[config.mk]
export PLATFORM = sky130hd
export DESIGN_NAME = led_effect_driver
export DESIGN_NICKNAME = d
export VERILOG_FILES = /design/src/rtl/led_effect_driver.sv
export SDC_FILE = /design/constraint.sdc
export NUM_CORES = 1
export LEC_CHECK = 0
export ABC_AREA = 1
export CAP_MARGIN = 40
export CORE_MARGIN = 2
export CORE_UTILIZATION = 45
export CTS_CLUSTER_DIAMETER = 200
export CTS_CLUSTER_SIZE = 8
export DETAILED_ROUTE_END_ITERATION = 7
export PLACE_DENSITY = 0.87
export SETUP_SLACK_MARGIN = 0.5
export SKIP_LAST_GASP = 1
export SLEW_MARGIN = 10
export SYNTH_ARGS = -nofsm -noshare
export SYNTH_HDL_FRONTEND = slang
export SYNTH_SLANG_ARGS = --single-unit
[constraint.sdc]
create_clock -name clk -period 2.1 [get_ports clk]
set_input_delay 0.42 -clock clk [delete_from_list [all_inputs] [get_ports clk]]
set_output_delay 0.42 -clock clk [all_outputs]
set_load 0.02 [all_outputs]
[src/rtl/led_effect_driver.sv]
// LED effect driver: output stage between the CPU LED data register and the
// board's active-low LED pins. Applies a CPU-selected effect (static, blink,
// PWM dimming, breathing) to the active-high pattern and drives the pins
// through a register.
//
// Ports:
//   clk        system clock
//   reset      synchronous, active-high
//   led_data_i active-high LED pattern (1 = LED on)
//   ctrl_we_i  control register write enable
//   ctrl_wd_i  control register write data
//   ctrl_rd_o  control register read-back (live level in [19:16] in BREATHE)
//   lights_o   physical LED drive, active-low (0 = lit)
//
// Control fields: [1:0] mode (00 static, 01 blink, 10 pwm, 11 breathe),
// [7:4] duty, [15:8] blink period in ticks (0 behaves as 1).
module led_effect_driver #(
  parameter int unsigned TICK_DIV = 50000,
  parameter int unsigned PWM_W    = 4
) (
  input  logic        clk,
  input  logic        reset,
  input  logic [31:0] led_data_i,
  input  logic        ctrl_we_i,
  input  logic [31:0] ctrl_wd_i,
  output logic [31:0] ctrl_rd_o,
  output logic [31:0] lights_o
);

  localparam int unsigned TickW = $clog2(TICK_DIV);
  localparam logic [TickW-1:0] TickMax = TickW'(TICK_DIV - 1);
  localparam logic [PWM_W-1:0] LevelMax = {PWM_W{1'b1}};
  // Only mode, duty and period are stored; everything else reads back 0.
  localparam logic [31:0] CtrlMask = 32'h0000_FFF3;

  localparam logic [1:0] ModeStatic  = 2'b00;
  localparam logic [1:0] ModeBlink   = 2'b01;
  localparam logic [1:0] ModePwm     = 2'b10;
  localparam logic [1:0] ModeBreathe = 2'b11;

  typedef enum logic {DirUp, DirDown} dir_e;

  logic [31:0]      ctrl_q, ctrl_d;
  logic [TickW-1:0] tick_cnt_q, tick_cnt_d;
  logic [7:0]       blink_cnt_q, blink_cnt_d;
  logic             phase_q, phase_d;
  logic [PWM_W-1:0] level_q, level_d;
  dir_e             dir_q, dir_d;
  logic [PWM_W-1:0] pwm_cnt_q, pwm_cnt_d;
  logic [31:0]      lights_q, lights_d;

  logic [1:0] mode;
  logic [3:0] duty;
  logic [7:0] period;
  logic [7:0] period_last;
  logic       tick;
  logic       on;

  always_comb begin
    mode        = ctrl_q[1:0];
    duty        = ctrl_q[7:4];
    period      = ctrl_q[15:8];
    period_last = (period == 8'd0) ? 8'd0 : period - 8'd1;
    tick        = (tick_cnt_q == TickMax);

    ctrl_d      = ctrl_q;
    tick_cnt_d  = tick ? '0 : tick_cnt_q + 1'b1;
    blink_cnt_d = blink_cnt_q;
    phase_d     = phase_q;
    level_d     = level_q;
    dir_d       = dir_q;
    pwm_cnt_d   = pwm_cnt_q + 1'b1;

    if (tick) begin
      if (blink_cnt_q == period_last) begin
        blink_cnt_d = 8'd0;
        phase_d     = ~phase_q;
      end else begin
        blink_cnt_d = blink_cnt_q + 8'd1;
      end

      // Turn around on arrival at an extreme so each extreme lasts one tick.
      if (dir_q == DirUp) begin
        level_d = level_q + 1'b1;
        if (level_q + 1'b1 == LevelMax) dir_d = DirDown;
      end else begin
        level_d = level_q - 1'b1;
        if (level_q == PWM_W'(1)) dir_d = DirUp;
      end
    end

    unique case (mode)
      ModeStatic:  on = 1'b1;
      ModeBlink:   on = phase_q;
      ModePwm:     on = (32'(pwm_cnt_q) < 32'(duty));
      ModeBreathe: on = (pwm_cnt_q < level_q);
      default:     on = 1'b1;
    endcase

    // Uses the pre-write state, so a new mode shows from the following edge.
    lights_d = ~(led_data_i & {32{on}});

    // A write restarts every effect and swallows a coincident tick.
    if (ctrl_we_i) begin
      ctrl_d      = ctrl_wd_i & CtrlMask;
      tick_cnt_d  = '0;
      blink_cnt_d = 8'd0;
      pwm_cnt_d   = '0;
      phase_d     = 1'b1;
      level_d     = '0;
      dir_d       = DirUp;
    end
  end

  always_ff @(posedge clk) begin
    if (reset) begin
      ctrl_q      <= 32'd0;
      tick_cnt_q  <= '0;
      blink_cnt_q <= 8'd0;
      phase_q     <= 1'b1;
      level_q     <= '0;
      dir_q       <= DirUp;
      pwm_cnt_q   <= '0;
      lights_q    <= 32'hFFFF_FFFF;
    end else begin
      ctrl_q      <= ctrl_d;
      tick_cnt_q  <= tick_cnt_d;
      blink_cnt_q <= blink_cnt_d;
      phase_q     <= phase_d;
      level_q     <= level_d;
      dir_q       <= dir_d;
      pwm_cnt_q   <= pwm_cnt_d;
      lights_q    <= lights_d;
    end
  end

  always_comb begin
    ctrl_rd_o = ctrl_q;
    if (mode == ModeBreathe) ctrl_rd_o[19:16] = 4'(level_q);
  end

  assign lights_o = lights_q;

endmodule

# [After elaboration in Yosys (flattened, before gate mapping)]
# Index checks and enable logic that the tools add are counted.
[word_totals] ff_bits=80 input_bits=67 out_inout_bits=64 wordCells=39
[classes] n_addsub=6 order_cmp=2 n_eq_ne=7 mux=8 bitwise=3 n_reduce_logical=5
[op_table] operator="32-bit AND" n=1
[op_table] operator="32-bit NOT" n=1
[op_table] operator="16-bit by 1-bit adder with 16-bit output, second input constant" n=1
[op_table] operator="16-bit equality test, second input constant" n=1
[op_table] operator="8-bit 2-to-1 mux" n=2
[op_table] operator="4-bit by 1-bit adder with 4-bit output, second input constant" n=2
[op_table] operator="8-bit by 1-bit adder with 8-bit output, second input constant" n=1
[op_table] operator="8-bit equality test" n=1
[op_table] operator="8-bit logical NOT" n=1
[op_table] operator="4-bit < comparator" n=2
[op_table] operator="4-bit 2-to-1 mux" n=2
[op_table] operator="8-bit by 1-bit subtractor with 8-bit output, second input constant" n=1
[op_table] operator="2-bit equality test, second input constant" n=2
[op_table] operator="4-bit by 1-bit equality test with 1-bit output, second input constant" n=1
[op_table] operator="4-bit equality test, second input constant" n=1
[op_table] operator="1-bit case mux with 4 select lines" n=1
[op_table] operator="4-bit by 1-bit subtractor with 4-bit output, second input constant" n=1
[op_table] operator="1-bit 2-to-1 mux" n=3
[op_table] operator="3-bit OR reduction" n=1
[op_table] operator="2-bit by 1-bit equality test with 1-bit output, second input constant" n=1
[op_table] operator="2-bit logical NOT" n=1
[op_table] operator="2-bit AND reduction" n=1
[op_table] operator="2-bit OR reduction" n=1
[op_table] operator="1-bit NOT" n=1

# [Longest topological paths before layout]
# Gate-level depths: netlist (run 1).
[depth] depth_word=4 ltp_mapped=14 depth_no_buf=14

# [Worst setup path before layout (run 1)]
# OpenSTA, ideal clock, no wires.
[synth_timing] path_kind="reg-to-reg" from="register ctrl_q[8]" to="register blink_cnt_q[7]" setup_time_ns=0.109 arrival_ns=1.713 t_required_ns=1.991 slack_ns=0.278 stages_incl_launch_ff=13 n_path_buf=0 synth_period_minus_slack_ns=1.822 cell_sequence="dfxtp_1 -> inv_2 -> ha_1 -> nand2_2 -> nor2_4 -> nand2_4 -> nand3_1 -> nand2_2 -> nand2_2 -> nor3_4 -> nand3_2 -> nand2_1 -> inv_1"
[synth_between] elab_chain_cells=4 elab_cells_between_ends=5 cone_classes="add/sub: 1; eq/ne: 1; mux: 2; reduce/logical: 1"
[synth_rtl] item="start, declared" line_no="43" text="logic [31:0] ctrl_q, ctrl_d;"
[synth_rtl] item="start signal, assigned" line_no="126" text="ctrl_q <= ctrl_d;"
[synth_rtl] item="8-bit by 1-bit subtractor with 8-bit output / 8-bit logical NOT (equally long branches)" line_no="63" text="period_last = (period == 8'd0) ? 8'd0 : period - 8'd1;"
[synth_rtl] item="8-bit 2-to-1 mux (*)" line_no="63"
[synth_rtl] item="8-bit equality test (*)" line_no="75" text="if (blink_cnt_q == period_last) begin"
[synth_rtl] item="8-bit 2-to-1 mux (*)" line_no="75"
[synth_rtl] item="end signal, assigned" line_no="128" text="blink_cnt_q <= blink_cnt_d;"
[synth_rtl] item="end, declared" line_no="45" text="logic [7:0] blink_cnt_q, blink_cnt_d;"
# Mark *: on every way between the ends. The rest lies on a longest branch, timed or not.
# A chain may end at the register's enable or synchronous reset.

# [Worst setup path in the final report (run 1)]
[layout_timing] from="register ctrl_q[9]" to="register blink_cnt_q[5]"
# The elaborated chain is that of the path after synthesis.

==> results.py, run 1 <==
metrics = {
    "die": {
        "core_area_um2": 8180,
        "initial_core_util_pct": 46.3,
        "rows": 33,
        "die_y_um": 95.7,
        "dieWidth_um": 95.7,
        "fp.dieArea_um2": 9160,
        "io_pins": 131,
    },
    "sta": {
        "final.period_utilization_pct": 97.0,
        "tightest_slew_ns": 0.658,
        "drv_slew": 0,
        "max_freq_mhz": 491,
        "fin_skew_ns": 0.0226,
        "hold_ws_ns": 0.521,
        "finalHoldViolCount": 0,
        "setup_viol": 0,
        "timing.setup.tns_ns": 0,
        "period_needed_ns": 2.04,
        "relSlewSlack_pct": 55.7,
        "grt_setup_unrepaired": "yes",
    },
    "yosys": {
        "synth.avg_cell_area_um2": 7.80,
        "ys_ff_latch": 80,
        "synth_xor_xnor_area_share_pct": 2.55,
        "yosysTopAreaCell": "dfxtp_1",
        "synth-simple-area-share_pct": 31.5,
        "postSynthCellCount": 485,
        "ys_seq_area_share_pct": 42.3,
        "synth_most_common_cell": "dfxtp_1",
        "synth_edf_count": 0,
        "syn_area_um2": 3780,
        "synth.distinct_cells": 39,
        "synth_flop_cell": "dfxtp_1",
        "post_synth_most_frequent_cells": "dfxtp_1, nand2_1, nand3_1, inv_1, nor2_1",
        "synth-compound-area-share_pct": 8.50,
        "synth.area.mux_share_pct": 0,
        "netlist_top_cells_area": "dfxtp_1, nand3_1, nand2_1",
        "async_flop_share_pct": 0,
        "synth_fa_ha_area_share_pct": 4.63,
        "netlist.area_leader.share_pct": 42.3,
        "yosys_warnings": 0,
        "synth_top_family_by_area": "simple AND/OR/NAND/NOR gates",
    },
    "power_and_ir_drop": {
        "powerDensity_nw_per_um2": 651,
        "static-leakage-power_nw": 2.44,
        "peakVddDrop_v": 0.000621,
        "totalPowerFinal_w": 0.00378,
    },
    "worst_setup_path": {
        "cp_top_family": "simple AND/OR/NAND/NOR gates",
        "critPathLaunchType": "register",
        "reg2reg_to": "blink_cnt_q[5]",
        "crit_arrival_ns": 2.32,
        "path_buf_inv": 2,
        "reg2reg_depth": 11,
        "critical_path_depth": 11,
        "startpoint": "ctrl_q[9]",
        "critPathKind": "register to register",
        "cp-end-kind": "register",
        "cpPeakStageDelay_ns": 0.37,
        "crit_chain": "buf_4 > nor2_4 > nand2_2 > nor2_2 > nand3_2 > nand3_1 > nand2_2 > nor3_4 > nand3_2 > nand2_1 > inv_1",
        "required_ns": 2.38,
        "reg2reg_slack_ns": 0.06,
        "path_max_fanout": 4,
        "critPathSlowestCell": "dfxtp_4",
        "critPathCapture": "blink_cnt_q[5]",
        "rr_startpoint": "ctrl_q[9]",
    },
    "placement": {
        "dp_cells": 682,
        "place_area_um2": 4870,
        "gp_congestion": 0.911,
        "port_buffers": 98,
        "place_hpwl_um": 7070,
    },
    "drt": {
        "vias": 4455,
        "routed_wl_um": 15500,
        "drc": 0,
        "via_per_inst": 6.08,
        "postRouteAntennaNets": 0,
        "routedWlPerCell_um": 21.1,
        "drtPass1Iterations": 7,
        "drt_iter0_markers": 612,
    },
    "run": {
        "cap_violations": 0,
    },
    "global_routing": {
        "met2_usage_pct": 42.7,
        "grt_pass1_wl_um": 17700,
        "first_global_vias": 3672,
        "grt_max_degree": 19,
        "antenna_found_initial": 0,
        "overflow": 0,
        "grt_usage_pct": 25.1,
        "busiest_layer": "met2",
        "grt_use_met3_pct": 3.29,
        "use_met1_pct": 30.6,
    },
    "clock_network": {
        "root_buffer": "clkbuf_8",
        "clk_pin_slew_ns": 0.09,
        "cts_made_buffers": 9,
        "clock-sinks": 80,
        "cts_tree": "done",
        "cts_buffer_depth": 2,
        "clkLatencyLatePin_ns": 0.39,
        "h-tree-depth": 3,
        "postCtsHoldBufs": 0,
    },
    "final_layout": {
        "layout-drive-gt1-share_pct": 32.2,
        "fin_cells": 733,
        "syn2layout_area_growth_pct": 53.3,
        "design_area_um2": 5800,
        "nets": 704,
        "antenna_cells": 0,
        "fillers": 489,
    },
    "min_path": {
        "hp-class": "register to register",
    },
    "run_status": {
        "outcome": "complete, no violations",
    },
}
## sequential cells by signal (all words and copies together), names as in the netlist
| name | count |
|---|---|
| lights_o | 32 |
| tick_cnt_q | 16 |
| ctrl_q | 14 |
| blink_cnt_q | 8 |
| level_q | 4 |
| pwm_cnt_q | 4 |
| dir_q | 1 |
| phase_q | 1 |
## how the worst min path moves through the flow
stage | from | end | slack [ns] | cells past startpoint
2_1_floorplan | phase_q | phase_q | 0.43 | 2
3_3_place_gp | phase_q | phase_q | 0.44 | 2
3_5_place_dp | phase_q | phase_q | 0.45 | 2
4_1_cts | phase_q | phase_q | 0.47 | 2
5_1_grt | ctrl_q[5] | ctrl_q[5] | 0.53 | 2
6_report | ctrl_q[5] | ctrl_q[5] | 0.52 | 2
## worst min-delay path: cells and delay by family, from the launching register on
kind | cells | cell delay, ns
DFF | 1 | 0.34
buffers and inverters | 1 | 0.08
AOI/OAI and AO/OA | 1 | 0.07
## cells by family (layout without fill, tap and decap cells)
kind of cell    Yosys count  after routing
fa+ha+maj                14             14
buf+inv                  87            217
other cells               1             14
xor+xnor                 11             11
compound gates           60             60
simple gates            232            232
flops                    80             80
## timing repair
action                                 CTS  global route
endpoints found under the hold margin    0             0
setup buffers                           14            16
resized for setup                      123            86
gates cloned                             4             1
pin swaps                               30            30
setup endpoints to repair              110            70
## layout by cell type, fill, tap and decap left out, types with 3 or more instances in the layout
cell and instances:
a21oi_1 22, a21oi_2 3, buf_4 28, buf_6 9, clkbuf_8 9, clkdlybuf4s50_1 47
clkinv_4 4, conb_1 14, dfxtp_1 66, dfxtp_2 8, dfxtp_4 6, dlygate4sd2_1 42
ha_1 9, ha_4 5, inv_1 46, inv_2 8, inv_4 4, nand2_1 53
nand2_2 18, nand2_4 5, nand3_1 22, nand3_2 40, nand3_4 3, nand4_1 16
nor2_1 39, nor2_2 12, nor2_4 10, nor3_1 5, nor3_4 4, o21ai_0 15
o21ai_1 8, o21ai_2 5, xnor2_1 4, xor2_1 7
## cell type report
type	count	area, µm²	area share (%)
multi-input cells	331	2240	38.6
flip-flops and latches	80	1630	28.2
repair buffers	136	1300	22.4
inverters	63	267	4.59
well taps	105	131	2.26
clock buffers	10	128	2.20
clock inverters	6	92.6	1.60
repair inverters	2	16.3	0.280
## stage by stage
| stage | utilization, % | setup slack (ns) |
|---|---|---|
| floorplan | - | 0.475 |
| global placement | 59.6 | 0.192 |
| detailed placement | 59.6 | 0.132 |
| CTS | 65.6 | 0.373 |
| global route | 71.0 | 0.0544 |
| finish | 71.0 | 0.0629 |
## power breakdown
| group | switching, W | internal [W] |
|---|---|---|
| clock network | 0.000672 | 0.000678 |
| registers | 0.0000509 | 0.00158 |
| logic | 0.000478 | 0.000323 |
## routing by layer
metal  up-vias  part of all wire [%]  routed length (µm)
met2       385                    50                7690
met1      2081                    33                5170
li1       1848                     -                   -
met3       141                   9.4                1460
met5         -                     0                   0
met4         0                   7.6                1180
Power figures use the tool's default switching activity.
==> run 2, diff against run 1 <==
- ABC_CLOCK_PERIOD_IN_PS: unset -> 2100
- CORE_UTILIZATION: 45 -> 40
- PLACE_DENSITY: 0.87 -> 0.79
==> run 2 against run 1 <==
Against the previous run: critical path depth shrank 2; utilization is 8.1 points lower; register-to-register slack gained 0.31 ns.
==> results.py, run 2 (same netlist as run 1, synthesis figures left out) <==
metrics = {
    "drt": {
        "via_per_inst": 5.26,
        "drc": 0,
        "drt_iter0_markers": 296,
        "routed_wl_um": 11900,
        "routedWlPerCell_um": 16.1,
        "vias": 3893,
        "postRouteAntennaNets": 0,
        "drtPass1Iterations": 5,
    },
    "sta": {
        "grt_setup_unrepaired": "yes",
        "relSlewSlack_pct": 62.1,
        "fin_skew_ns": 0.0144,
        "setup_viol": 0,
        "max_freq_mhz": 579,
        "final.period_utilization_pct": 82.2,
        "tightest_slew_ns": 0.564,
        "timing.setup.tns_ns": 0,
        "period_needed_ns": 1.73,
        "finalHoldViolCount": 0,
        "drv_slew": 0,
    },
    "min_path": {
        "hp-class": "register to register",
        "hold_depth": 2,
    },
    "worst_setup_path": {
        "required_ns": 2.38,
        "cp-end-kind": "register",
        "critical_path_depth": 9,
        "critPathKind": "register to register",
        "path_max_fanout": 3,
        "critPathLaunchType": "register",
        "crit_chain": "buf_4 > buf_4 > nand3_2 > nor3_2 > nand4_1 > nor2_2 > buf_4 > nand3_2 > a21oi_2",
        "cp_top_family": "simple AND/OR/NAND/NOR gates",
        "crit_arrival_ns": 2.01,
        "reg2reg_depth": 9,
        "cpPeakStageDelay_ns": 0.36,
        "path_buf_inv": 3,
        "critPathSlowestCell": "dfxtp_2",
        "crit_top_cell": "buf_4",
    },
    "die": {
        "initial_core_util_pct": 41.2,
        "io_pins": 131,
        "rows": 35,
        "die_y_um": 101,
        "fp.dieArea_um2": 10300,
        "core_area_um2": 9200,
        "dieWidth_um": 101,
    },
    "power_and_ir_drop": {
        "peakVddDrop_v": 0.000586,
        "powerDensity_nw_per_um2": 593,
        "static-leakage-power_nw": 2.38,
    },
    "clock_network": {
        "root_buffer": "clkbuf_8",
        "clk_pin_slew_ns": 0.09,
        "h-tree-depth": 3,
        "cts_tree": "done",
        "clock-sinks": 80,
        "postCtsHoldBufs": 0,
        "cts_made_buffers": 9,
        "clkLatencyLatePin_ns": 0.36,
        "cts_buffer_depth": 2,
    },
    "placement": {
        "gp_congestion": 0.840,
        "dp_cells": 687,
        "port_buffers": 98,
        "place_area_um2": 4870,
        "place_hpwl_um": 6970,
    },
    "final_layout": {
        "fin_cells": 740,
        "antenna_cells": 0,
        "design_area_um2": 5780,
        "syn2layout_area_growth_pct": 52.7,
        "nets": 705,
        "final_common_cell": "dfxtp_1",
        "mostFrequentLayoutCells": "dfxtp_1, nand2_1, clkdlybuf4s50_1, inv_1, nand3_2",
        "largest_reg_flops": 32,
        "layout-drive-gt1-share_pct": 33.9,
    },
    "run": {
        "cap_violations": 0,
    },
    "global_routing": {
        "grt_pass1_wl_um": 15700,
        "grt_max_degree": 45,
        "antenna_found_initial": 0,
        "overflow": 0,
        "grt_usage_pct": 19.1,
        "first_global_vias": 3410,
    },
    "run_status": {
        "outcome": "complete, no violations",
    },
}
## run 2: cell types whose count changed in the layout (fill, tap and decap cells not counted), moves of 3 or more
cell / delta
nand2_2: +3
inv_1: -3
nor2_2: -4
dfxtp_2: +3
nor2_4: +3
nand3_2: +3
inv_2: +3
inv_6: +4
dfxtp_1: -3
## run 2: area by class of cell
class                           instances  area (µm²)
Fill cell                             685        3420
Multi-Input combinational cell        331        2230
Sequential cell                        80        1640
Timing Repair Buffer                  136        1310
Inverter                               63         267
Tap cell                              111         139
Clock buffer                            9         124
Clock inverter                          7        55.1
Timing Repair inverter                  3        18.8
## run 2: timing repair
action                     in CTS  in global routing
cloned                          3                  3
gates resized for setup       124                 90
setup endpoints to repair     109                 66
setup buffers                  17                 14
pin swaps                      29                 34
## run 2: tightest hold or removal path, stage by stage, from the launching register on
cell	delay (ns)
dfxtp_1	0.33
nand2_1	0.06
nand3_1	0.06
## run 2: path summary, 6_finish.rpt
kind,start,to,slack [ns]
max,tick_cnt_q[1],tick_cnt_q[13],0.37
min,phase_q,phase_q,0.47
max reg2reg,tick_cnt_q[1],tick_cnt_q[13],0.37
min reg2reg,phase_q,phase_q,0.47
## run 2: stage by stage
step	hold slack, ns	worst slack (ns)	total power (W)	utilization [%]
after floorplan	0.429	0.475	0.00203	-
after global placement	0.440	0.260	0.00227	52.9
after detailed placement	0.445	0.200	0.00228	52.9
after CTS	0.465	0.374	0.00334	58.1
after global routing	0.505	0.303	0.00355	62.9
final	0.474	0.373	0.00343	62.9
## run 2: where the power goes
group	internal (W)	switching, W	total, W
Combinational	0.000320	0.000418	0.000738
Clock	0.000440	0.000628	0.00107
Sequential	0.00158	0.0000463	0.00162
Total	0.00234	0.00109	0.00343
## run 2: layer usage
metal  wire, µm  global-route usage [%]  up-vias
li1           -                       -     1845
met1       4700                    23.4     1834
met2       6070                    32.9      168
met3        698                    4.00       46
met4        464                    7.07        0
met5          0                       0        -
==> variant 1 (config.mk and constraints of run 1) <==
`PWM_W`: 4 -> 5.
--- a/src/rtl/led_effect_driver.sv
+++ b/src/rtl/led_effect_driver.sv
@@ -17,5 +17,5 @@
 module led_effect_driver #(
   parameter int unsigned TICK_DIV = 50000,
-  parameter int unsigned PWM_W    = 4
+  parameter int unsigned PWM_W    = 5
 ) (
   input  logic        clk,
Check against the original RTL: same outputs for any inputs over 10 cycles, from zero or initial values and one cycle with reset high; that may be too few to reach the edited logic, so the function may still have changed.
==> variant 1 against run 1 <==
Clock power fell by 16%. Critical endpoint is now lights_o[11]$_SDFF_PP1_. Utilization rose by 1.5 points. Setup slack improved by 0.088 ns. Wire length barely moved. Power fell by 7.1%. Maximum frequency rose by 4.5%. Sequential cell count rose by 2. Area after synthesis rose by 2.6%. Final area rose by 3.7%. Highest routed layer unchanged.
==> variant 1: results <==
export IMPL_outcome="complete, no violations"
export IMPL_pre_cts_ws_ns=0.188
export IMPL_hold_path_class="flip-flop to flip-flop"
export IMPL_drive_above_1_share_pct=30.5
export IMPL_htreeDepth=3
export IMPL_reg2reg_from="level_q[2]$_SDFFE_PP0N_"
export IMPL_place_area_um2=4960
export IMPL_ys_warn_count=0
export IMPL_hp_start="ctrl_q[1]$_SDFFE_PP0P_"
export IMPL_place_inst=687
export IMPL_largest_reg_flops=32
export IMPL_ff2ff_setup_slack_ns=0.15
export IMPL_grt_antenna_before_repair=0
export IMPL_ys_types=39
export IMPL_critPathSlowestCell="dfxtp_4"
export IMPL_netlist_top_cells_count="82 x dfxtp_1, 79 x nand2_1, 55 x inv_1, 44 x nor2_1"
export IMPL_clock_tree_root_cell="clkbuf_8"
export IMPL_routedWlPerCell_um=20.7
export IMPL_whs_ns=0.513
export IMPL_clkTransAtPathRegs_ns=0.09
export IMPL_slowest_delay_ns=0.38
export IMPL_track_usage_pct=27.3
export IMPL_hold_end="ctrl_q[1]$_SDFFE_PP0P_"
export IMPL_numCtsBuffers=9
export IMPL_ir_drop_uv=422
export IMPL_dr_pass1_iters=7
export IMPL_drt_iter0_markers=420
export IMPL_grt_pass1_vias=4006
export IMPL_antenna_cells=0
export IMPL_grt_pass1_wl_mm=20.5
export IMPL_synthTopCellsByArea="dfxtp_1 42%, nand2_1 7.6%, nand3b_1 6.4%"
export IMPL_grt_max_degree=47
export IMPL_synthArstFlopShare_pct=0
export IMPL_dp_hpwl_mm=7.54
export IMPL_worstSkewPairLatency_ns=0.38
export IMPL_port_buffers=98
export IMPL_finClkSkew_ns=0.0134
export IMPL_gp_congestion=0.848
export IMPL_nets=722
export IMPL_synth_area_per_cell_um2=7.89
export IMPL_cellLeakagePower_nw=2.48
export IMPL_viasPerCell=5.81
export IMPL_r2r_end="lights_o[11]$_SDFF_PP1_"
export IMPL_cts_buffer_depth=2
export IMPL_yosysSeqAreaShare_pct=42.3
export IMPL_fin_cells=750
export IMPL_critPathMaxFanout=8
export IMPL_worstPathArrival_ns=2.19
export IMPL_hold_depth=2
export IMPL_r2r_cells=9
export IMPL_synth_ff_type="dfxtp_1"
[variant 1: cell types whose count changed after synthesis, moves of 3 or more]
| cell | change |
|---|---|
| o21ai_0 | -13 |
| inv_1 | +3 |
| nand3_1 | -28 |
| xor2_1 | +4 |
| nand2_1 | +15 |
| a211oi_1 | +11 |
| nand2_2 | -9 |
| nor2_4 | -4 |
| nand3b_1 | +32 |
| a21oi_1 | -7 |
[variant 1: timing repair]
action	4_1_cts	5_1_grt
resized for setup	140	73
cloned	4	0
pin swaps	30	35
setup endpoints to repair	113	64
buffers inserted	28	15
[variant 1: worst max-delay path by stage]
| stage | slack, ns | depth (start not counted) | from | endpoint |
|---|---|---|---|---|
| after floorplan | 0.50 | 13 | ctrl_q[8]$_SDFFE_PP0P_ | phase_q$_SDFFE_PP1P_ |
| after global placement | 0.30 | 6 | ctrl_we_i | tick_cnt_q[10]$_SDFF_PP0_ |
| after detailed placement | 0.19 | 10 | tick_cnt_q[0]$_SDFF_PP0_ | blink_cnt_q[0]$_SDFFE_PP0N_ |
| after CTS | 0.28 | 3 | level_q[0]$_SDFFE_PP0N_ | ctrl_rd_o[16] |
| after global routing | 0.16 | 13 | ctrl_q[9]$_SDFFE_PP0P_ | phase_q$_SDFFE_PP1P_ |
| final | 0.15 | 9 | level_q[2]$_SDFFE_PP0N_ | lights_o[11]$_SDFF_PP1_ |
[variant 1: kinds of logic (layout without fill, tap and decap cells)]
family	after synthesis	count (layout)	synth area share, %
buf+inv	91	231	10.4
simple gates	236	236	31.1
compound gates	54	54	8.31
fa+ha+maj	15	15	4.83
other cells	1	14	0.0966
xor+xnor	13	13	2.93
flops	82	82	42.3
[variant 1: cell type report]
| cell class | count | area, um^2 |
|---|---|---|
| timing repair inverter | 1 | 6.26 |
| fill | 507 | 2280 |
| sequential | 82 | 1700 |
| clock inverter | 6 | 50.0 |
| tap | 105 | 131 |
| inverter | 65 | 282 |
| multi-input combinational | 332 | 2270 |
| timing repair buffer | 149 | 1440 |
| clock buffer | 10 | 138 |
[variant 1: report_power, final]
group | switching [W] | internal, W
combinational | 0.000403 | 0.000313
clock | 0.000667 | 0.000475
sequential | 0.0000451 | 0.00161
total | 0.00112 | 0.00239
[variant 1: critical path: cells and delay by family, from the launching register on]
family / cells / cell delay (ns)
compound gates: 3 / 0.65
buf+inv: 4 / 0.45
flops: 1 / 0.38
fa+ha+maj: 1 / 0.22
simple gates: 1 / 0.11
[variant 1: metal layers]
layer  global-route usage [%]  part of all wire [%]
met1                     30.5                    35
met2                     49.8                    53
met3                     5.27                   7.6
met4                     12.7                   5.0
met5                        0                     0
==> variant 2 (config.mk and constraints of run 1) <==
Without the edit above. Add an input register stage for `led_data_i`, `ctrl_we_i` and `ctrl_wd_i`, without a reset; this delays them by one clock.
--- a/src/rtl/led_effect_driver.sv
+++ b/src/rtl/led_effect_driver.sv
@@ -40,4 +40,14 @@
 
   typedef enum logic {DirUp, DirDown} dir_e;
+
+  logic [31:0] led_data_q;
+  logic ctrl_we_q;
+  logic [31:0] ctrl_wd_q;
+
+  always_ff @(posedge clk) begin
+    led_data_q <= led_data_i;
+    ctrl_we_q  <= ctrl_we_i;
+    ctrl_wd_q  <= ctrl_wd_i;
+  end
 
   logic [31:0]      ctrl_q, ctrl_d;
@@ -99,9 +109,9 @@
 
     // Uses the pre-write state, so a new mode shows from the following edge.
-    lights_d = ~(led_data_i & {32{on}});
+    lights_d = ~(led_data_q & {32{on}});
 
     // A write restarts every effect and swallows a coincident tick.
-    if (ctrl_we_i) begin
-      ctrl_d      = ctrl_wd_i & CtrlMask;
+    if (ctrl_we_q) begin
+      ctrl_d      = ctrl_wd_q & CtrlMask;
       tick_cnt_d  = '0;
       blink_cnt_d = 8'd0;
Check against the original RTL: not equivalent (Yosys sat finds a counterexample within 4 cycles, from zero or initial values and one cycle with reset high).
==> variant 2 against run 1 <==
The run now ends with setup timing left. Final area grew 24%. Power grew 70%. Setup slack lost 0.14 ns. Area after synthesis grew 19%. Clock power grew 120%. Via count grew 10%. Cell count grew 9.7%. Sequential cell count grew 47. Wire length grew 33%. Utilization grew 3.3 points. Combinational power grew 5.2%.
==> variant 2: results <==
export IMPL_cellLeakagePower_nw=3.06
export IMPL_worst_pin_slew_ns=0.771
export IMPL_clkTransAtPathRegs_ns=0.06
export IMPL_drive_above_1_share_pct=39.2
export IMPL_tns_ns=-1.54
export IMPL_synthTopCellsByArea="dfxtp_1 56%, nand3_1 6.9%, nand2_1 4.6%"
export IMPL_numCtsBuffers=17
export IMPL_ys_types=34
export IMPL_worstPathArrival_ns=2.60
export IMPL_finalSetupViolations=32
export IMPL_violations="setup timing"
export IMPL_place_inst=727
export IMPL_yosysSeqAreaShare_pct=56.4
export IMPL_synth_area_per_cell_um2=8.98
export IMPL_dp_hpwl_mm=7.46
export IMPL_worstSkewPairLatency_ns=0.54
export IMPL_vias=4903
export IMPL_outcome="finished, violations left"
export IMPL_finClkSkew_ns=0.00739
export IMPL_setup_slack_ns=-0.0807
export IMPL_hold_path_class="input pin to flip-flop"
export IMPL_htreeDepth=4
export IMPL_fin_cells=804
export IMPL_critPathSlowestCell="o211ai_1"
export IMPL_gp_congestion=0.868
export IMPL_netlist_top_cells_count="127 x dfxtp_1, 62 x nand3_1, 55 x nand2_1, 51 x inv_1, 38 x nor2_1"
export IMPL_reg2reg_from="level_q[1]$_SDFFE_PP0N_"
export IMPL_hp_start="led_data_i[2]"
export IMPL_slowest_delay_ns=0.41
export IMPL_dr_pass1_iters=8
export IMPL_critPathMaxFanout=8
export IMPL_grt_pass1_vias=4834
export IMPL_grt_pass1_wl_mm=26.2
[variant 2: changes by cell type in the layout (fill, tap and decap cells not counted), moves of 9 or more]
cell                    run 1  this run
clkbuf_16                   1        17
nand3_2                    40        31
clkbuf_2                    2        18
dlygate4sd2_1              42         0
nand2_1                    53        36
buf_2                       1        11
dfxtp_1                    66       107
clkdlybuf4s15_1             1        10
[variant 2: per-stage QoR]
step / utilization, % / area [um^2] / worst slack, ns / hold WS (ns)
after floorplan: - / 4570 / 0.482 / 0.367
after global placement: 58.1 / 5650 / 0.345 / 0.369
after detailed placement: 58.1 / 5650 / 0.191 / 0.373
after CTS: 69.4 / 6750 / 0.264 / 0.319
after global routing: 74.3 / 7220 / -0.117 / 0.326
final: 74.3 / 7220 / -0.0807 / 0.320
[variant 2: path summary, 6_finish.rpt]
kind | end | slack, ns | cells past startpoint
setup / recovery | lights_o[9]$_SDFF_PP1_ | -0.08 | 10
hold / removal | led_data_q[2]$_DFF_P_ | 0.32 | 1
setup reg to reg | lights_o[9]$_SDFF_PP1_ | -0.08 | 10
hold reg to reg | lights_o[17]$_SDFF_PP1_ | 0.39 | 1
[variant 2: area by class of cell]
class                   count  area, um^2
flip-flops and latches    127        2590
clock buffers              21         470
well taps                 133         166
inverters                  59         249
repair inverters            1        8.76
fillers                   488        2500
repair buffers            149        1380
clock inverters             9         108
multi-input cells         305        2250
[variant 2: metal layers]
metal	global-route usage [%]	vias to the layer above	part of all wire, %
li1	-	1929	-
met1	32.7	2305	33
met2	52.7	500	47
met3	11.6	169	11
met4	24.6	0	8.7
met5	0	-	0
[variant 2: cells by family after synthesis]
kind of cell	after synthesis	share of synthesized area, %
AND/OR/NAND/NOR	200	21.5
flip-flops	127	56.4
buffers and inverters	83	8.19
XOR/XNOR	13	2.53
other	1	0.0832
adder cells (fa/ha/maj)	14	3.89
AO/OA/AOI/OAI	64	7.33
[variant 2: report_power, final]
group	internal [W]	switching [W]	leakage, nW
combinational	0.000347	0.000496	1.71
sequential	0.00252	0.0000954	1.07
clock	0.00181	0.00116	0.281
[variant 2: timing repair]
action                                  CTS  global route
setup buffers                            19            24
pin swaps                                20            34
resized for setup                       210           156
endpoints found under the setup margin  105           100
gates cloned                              3             1
endpoints found under the hold margin     0             0
